<file path="src/rtl/if_line_responder.sv">
// if_line_responder: memory-side responder for instruction line fills.
// Accepts a fetch line request, arbitrates for the shared byte-wide RAM port,
// streams LINE_BYTES consecutive bytes into a line buffer and pulses if_done.
// A ROB rollback aborts any fill in flight.
//
// Optional feature: define IF_FILL_STAT_EN to add the fill/abort statistics
// counters (stat_fills, stat_aborts).
//
// Ports:
//   clk, rst        clock (rising edge), asynchronous active-low reset
//   rdy             global enable; low freezes every register
//   if_en, if_pc    line request and address (offset bits ignored)
//   if_done         one-cycle line-complete pulse
//   if_data         assembled line, byte k at [8k+7:8k]
//   rollback        ROB flush; aborts the current fill
//   bus_req/bus_gnt RAM port arbitration handshake
//   mem_a, mem_wr   RAM byte address, write strobe (always 0)
//   mem_din         RAM read data, one enabled cycle after its address
//   stat_fills/stat_aborts  (IF_FILL_STAT_EN only) event counters
module if_line_responder #(
  parameter int unsigned LINE_BYTES = 16,
  parameter int unsigned ADDR_W     = 32
) (
  input  logic                    clk,
  input  logic                    rst,
  input  logic                    rdy,
  input  logic                    if_en,
  input  logic [ADDR_W-1:0]       if_pc,
  output logic                    if_done,
  output logic [LINE_BYTES*8-1:0] if_data,
  input  logic                    rollback,
  output logic                    bus_req,
  input  logic                    bus_gnt,
  output logic [ADDR_W-1:0]       mem_a,
  output logic                    mem_wr,
  input  logic [7:0]              mem_din
`ifdef IF_FILL_STAT_EN
  ,
  output logic [31:0]             stat_fills,
  output logic [31:0]             stat_aborts
`endif
);

  localparam int unsigned IDX_W  = $clog2(LINE_BYTES);
  localparam int unsigned DATA_W = LINE_BYTES * 8;
  localparam logic [IDX_W-1:0]  LAST_IDX = IDX_W'(LINE_BYTES - 1);
  localparam logic [ADDR_W-1:0] OFF_MASK = ADDR_W'(LINE_BYTES - 1);

  typedef enum logic [1:0] {
    S_IDLE     = 2'd0,
    S_WAIT_GNT = 2'd1,
    S_READ     = 2'd2,
    S_DONE     = 2'd3
  } state_e;

  state_e              state_q, state_d;
  logic [ADDR_W-1:0]   base_q, base_d;
  logic [ADDR_W-1:0]   mem_a_q, mem_a_d;
  logic [IDX_W-1:0]    issue_idx_q, issue_idx_d;
  logic [IDX_W-1:0]    cap_idx_q, cap_idx_d;
  logic                cap_vld_q, cap_vld_d;
  logic                bus_req_q, bus_req_d;
  logic                if_done_q, if_done_d;
  logic [DATA_W-1:0]   if_data_q, if_data_d;

  // Next-state and datapath update.
  always_comb begin
    state_d     = state_q;
    base_d      = base_q;
    mem_a_d     = mem_a_q;
    issue_idx_d = issue_idx_q;
    cap_idx_d   = cap_idx_q;
    cap_vld_d   = cap_vld_q;
    bus_req_d   = bus_req_q;
    if_data_d   = if_data_q;
    if_done_d   = 1'b0;

    case (state_q)
      S_IDLE: begin
        if (if_en && !rollback) begin
          base_d    = if_pc & ~OFF_MASK;
          bus_req_d = 1'b1;
          state_d   = S_WAIT_GNT;
        end
      end

      S_WAIT_GNT: begin
        if (bus_gnt) begin
          issue_idx_d = '0;
          cap_idx_d   = '0;
          cap_vld_d   = 1'b0;
          mem_a_d     = base_q;
          state_d     = S_READ;
        end
      end

      S_READ: begin
        // Address issue runs one cycle ahead of capture; it parks on the
        // last byte while the final read returns.
        if (issue_idx_q != LAST_IDX) begin
          issue_idx_d = issue_idx_q + IDX_W'(1);
        end
        // base is aligned, so the sum never carries out of the line.
        mem_a_d   = base_q + ADDR_W'(issue_idx_d);
        cap_vld_d = 1'b1;
        if (cap_vld_q) begin
          if_data_d[{cap_idx_q, 3'b000} +: 8] = mem_din;
          cap_idx_d = cap_idx_q + IDX_W'(1);
          if (cap_idx_q == LAST_IDX) begin
            bus_req_d = 1'b0;
            mem_a_d   = '0;
            if_done_d = 1'b1;
            state_d   = S_DONE;
          end
        end
      end

      S_DONE: begin
        state_d = S_IDLE;
      end

      default: begin
        state_d = S_IDLE;
      end
    endcase

    // Rollback wins over acceptance and over DONE entry.
    if (rollback) begin
      state_d   = S_IDLE;
      bus_req_d = 1'b0;
      mem_a_d   = '0;
      if_done_d = 1'b0;
    end
  end

  // State and datapath registers; rdy low freezes everything.
  always_ff @(posedge clk or negedge rst) begin
    if (!rst) begin
      state_q     <= S_IDLE;
      base_q      <= '0;
      mem_a_q     <= '0;
      issue_idx_q <= '0;
      cap_idx_q   <= '0;
      cap_vld_q   <= 1'b0;
      bus_req_q   <= 1'b0;
      if_done_q   <= 1'b0;
      if_data_q   <= '0;
    end else if (rdy) begin
      state_q     <= state_d;
      base_q      <= base_d;
      mem_a_q     <= mem_a_d;
      issue_idx_q <= issue_idx_d;
      cap_idx_q   <= cap_idx_d;
      cap_vld_q   <= cap_vld_d;
      bus_req_q   <= bus_req_d;
      if_done_q   <= if_done_d;
      if_data_q   <= if_data_d;
    end
  end

  assign if_done = if_done_q;
  assign if_data = if_data_q;
  assign bus_req = bus_req_q;
  assign mem_a   = mem_a_q;
  assign mem_wr  = 1'b0;

`ifdef IF_FILL_STAT_EN
  logic [31:0] stat_fills_q, stat_fills_d;
  logic [31:0] stat_aborts_q, stat_aborts_d;

  // Completed fills and rollback-aborted fills; both wrap naturally.
  always_comb begin
    stat_fills_d  = stat_fills_q;
    stat_aborts_d = stat_aborts_q;
    if (state_q == S_READ && state_d == S_DONE) begin
      stat_fills_d = stat_fills_q + 32'd1;
    end
    if (rollback && (state_q == S_WAIT_GNT || state_q == S_READ)) begin
      stat_aborts_d = stat_aborts_q + 32'd1;
    end
  end

  always_ff @(posedge clk or negedge rst) begin
    if (!rst) begin
      stat_fills_q  <= '0;
      stat_aborts_q <= '0;
    end else if (rdy) begin
      stat_fills_q  <= stat_fills_d;
      stat_aborts_q <= stat_aborts_d;
    end
  end

  assign stat_fills  = stat_fills_q;
  assign stat_aborts = stat_aborts_q;
`endif

endmodule
</file>
<file path="config.mk">
export PLATFORM = sky130hd
export DESIGN_NAME = if_line_responder
export DESIGN_NICKNAME = d
export VERILOG_FILES = /design/src/rtl/if_line_responder.sv
export SDC_FILE = /design/constraint.sdc
export NUM_CORES = 1
export LEC_CHECK = 0
export CAP_MARGIN = 25
export CORE_UTILIZATION = 30
export DETAILED_ROUTE_END_ITERATION = 8
export PLACE_DENSITY_LB_ADDON = 0.12
export REMOVE_ABC_BUFFERS = 1
export SLEW_MARGIN = 30
export SYNTH_ARGS = -nofsm -noshare
export SYNTH_HDL_FRONTEND = slang
export SYNTH_SLANG_ARGS = --single-unit
</file>
<file path="constraint.sdc">
create_clock -name clk -period 2.7 [get_ports clk]
set_clock_uncertainty 0.15 [all_clocks]
set_input_delay 0.81 -clock clk [delete_from_list [all_inputs] [get_ports clk]]
set_output_delay 0.81 -clock clk [all_outputs]
set_load 0.05 [all_outputs]
</file>
==> results.py <==
metrics = {
    "status": {
        "outcome": "completed",
    },
    "power": {
        "cellInternalPower_mw": 6.38,
        "p_leak_nw": 6.63,
        "p_clk_frac": 0.346,
        "power_frac_seq": 0.394,
        "power.total_mw": 9.43,
        "p_sw_mw": 3.05,
        "p_sw_frac": 0.324,
        "power_frac_comb": 0.260,
        "power_density_nw_per_um2": 782,
        "vdd_ir_drop_max_mv": 0.613,
    },
    "floorplanning": {
        "die-area_um2": 28000,
        "std_cell_rows": 60,
        "start_util": 0.305,
        "dieHeight_um": 167,
        "io-pin-count": 209,
        "die_w_um": 167,
        "core_um2": 26900,
    },
    "sta": {
        "setup_viol": 0,
        "worst_pin_slew_ns": 0.762,
        "hold_viol_final": 0,
        "drv_slew": 0,
        "max_slew_margin": 0.492,
        "finalCritPeriodShare": 0.990,
        "grt_setup_unrepaired": "no",
        "clock.fmax_mhz": 374,
        "tns_ns": 0,
        "finalCriticalPeriod_ns": 2.67,
    },
    "global_routing": {
        "grt_pass1_vias": 6014,
        "antenna_found_initial": 0,
        "grt_first_pass_wirelength_mm": 35.3,
        "grt_max_degree": 65,
        "track_usage": 0.161,
        "grt-ovfl-total": 0,
    },
    "critical_path": {
        "startpoint_type": "register",
        "path_class": "reg -> out",
        "crit_buf_inv": 1,
        "crit_start": "if_data[34]",
        "rr_worst_depth": 7,
        "crit_family": "buffers and inverters",
        "critical_path.max_fanout": 2,
        "end_kind": "output pin",
        "reg2reg_from": "cap_idx_q[1]",
        "crit_arrival_ns": 1.71,
        "worst-path-stages": 1,
        "critPathRequiredTime_ns": 1.74,
        "crit_slowest_cell": "clkdlybuf4s50_1",
        "max_stage_delay_ns": 0.85,
        "path_cells": "clkdlybuf4s50_1",
    },
    "synthesis": {
        "avgSynthCellArea_um2": 15.0,
        "synth_ff_type": "dfrtp_1",
        "yosys_warnings": 0,
        "synth.distinct_cells": 44,
        "synth-seq-area-share": 0.614,
        "ys_ff_latch": 201,
        "synth_area_um2": 8190,
        "synth-edff-count": 0,
        "ys_async_sr_fraction": 1.00,
        "synth_cells": 545,
    },
    "detailed_routing": {
        "firstDrtPassIters": 4,
        "post_drt_wl_per_cell_um": 19.5,
        "top_layer": "met4",
        "drt-met1-wl_mm": 9.53,
        "vias": 5465,
        "met3_wirelength_mm": 1.79,
        "dr.first_iter.drc_count": 225,
        "vias_per_cell": 4.72,
        "drt_wl_total_mm": 22.6,
        "wl_met2_mm": 10.9,
        "drc": 0,
        "ant_nets": 0,
    },
    "layout": {
        "regArea_um2": 5030,
        "multi_input_area_um2": 3050,
        "nets": 856,
        "final_common_cell": "dfrtp_1",
        "diodes": 0,
        "fill_cells": 2445,
        "fin_area_um2": 12100,
        "layout_common_cells": "201 x dfrtp_1, 160 x mux2_2, 123 x clkdlybuf4s50_1",
        "syn2layout_area_growth_pct": 47.3,
        "final_layout_size_suffix_gt1_frac": 0.325,
    },
    "placed_design": {
        "port_buffers": 203,
        "place_area_um2": 11100,
        "post-dp-hpwl_mm": 16.1,
        "routabilityCongestion": 0.794,
    },
    "clock_tree": {
        "hold_buffers": 0,
        "cts_tree": "done",
        "cts.sinks": 201,
        "cts_made_buffers": 24,
        "clk-insertion-delay-late_ns": 0.52,
        "cts.clk_slew.worst_paths_ns": 0.06,
        "htree_levels": 1,
        "cts-root-buf": "clkbuf_16",
        "clk_path_buf_depth": 3,
    },
    "job": {
        "cap_violations": 0,
    },
    "min_path": {
        "hp-class": "in -> async",
    },
}
power by group through the flow:
stage	Combinational [mW]	Sequential, mW	Clock (mW)
after floorplan	0.886	4.40	0
final	2.45	3.72	3.26
after CTS	2.49	3.72	3.39
after global routing	2.62	3.78	3.50
after global placement	2.48	3.74	0
after detailed placement	2.51	3.76	0
metal layers:
layer	track usage	vias up
met5	0	-
met4	0.0375	0
met3	0.0501	30
met2	0.274	171
met1	0.200	2773
li1	-	2491
final timing paths:
kind | to | slack [ns]
worst max-delay path | if_data[34] | 0.03
worst min-delay path | if_data[93] | 0.14
max in group asynchronous | mem_a[30] | 1.58
min in group clk | mem_a[11] | 0.33
worst min register to register | mem_a[11] | 0.33
worst max register to register | if_data[61] | 0.31
logic make-up after synthesis:
kind of cell,Yosys count,synth area share
flip-flops,201,0.614
multiplexers,163,0.224
XOR/XNOR,2,0.00535
buffers and inverters,30,0.0148
AO/OA/AOI/OAI,62,0.0582
AND/OR/NAND/NOR,77,0.0697
adder cells (fa/ha/maj),9,0.0137
other,1,0.000458
per-stage QoR:
step	utilization	cells	worst slack, ns	hold WS (ns)
after floorplan	-	524	-0.114	0.311
after global placement	0.415	1116	-0.288	0.321
after detailed placement	0.415	1116	-0.291	0.325
after CTS	0.444	1159	0.00135	0.138
after global routing	0.449	1159	0.000665	0.165
final	0.449	1159	0.0276	0.141
timing repair:
action | CTS | global route
buffers inserted | 0 | 0
gates resized for setup | 25 | 53
setup endpoints to repair | 25 | 53
pin swaps | 0 | 0
cells in the mapped netlist (3+ instances only):
library cell  number  area, um2
nor3_4             5       81.3
a31oi_1            4       25.0
buf_2              4       20.0
nand2b_1           3       18.8
nand3_1           12       60.1
nand2_1           12       45.0
ha_1               9        113
nand4_1            3       18.8
and3_1            11       68.8
nor4b_4            4       95.1
mux2_2           160       1800
nor2_1             3       11.3
a22o_1            34        298
inv_1              9       33.8
clkbuf_1          15       56.3
o21ai_0            9       45.0
and2_1            10       62.6
mux2i_1            3       30.0
dfrtp_1          201       5030
nor2b_1            5       31.3
a21oi_1            3       15.0
flip-flops by register name, summed over array words and instances (netlist names):
signal and flops:
base_q 28, bus_req 1, cap_idx_q 4, cap_vld_q 1, if_data 128, if_done 1
issue_idx_q 4, mem_a 32, state_q 2
final cells by class:
| cell class | instances | area share |
|---|---|---|
| Multi-Input combinational cell | 314 | 0.253 |
| Clock buffer | 34 | 0.0579 |
| Clock inverter | 9 | 0.00954 |
| Inverter | 9 | 0.00280 |
| Tap cell | 341 | 0.0354 |
| Timing Repair Buffer | 251 | 0.225 |
| Sequential cell | 201 | 0.417 |
Power figures use the tool's default switching activity.
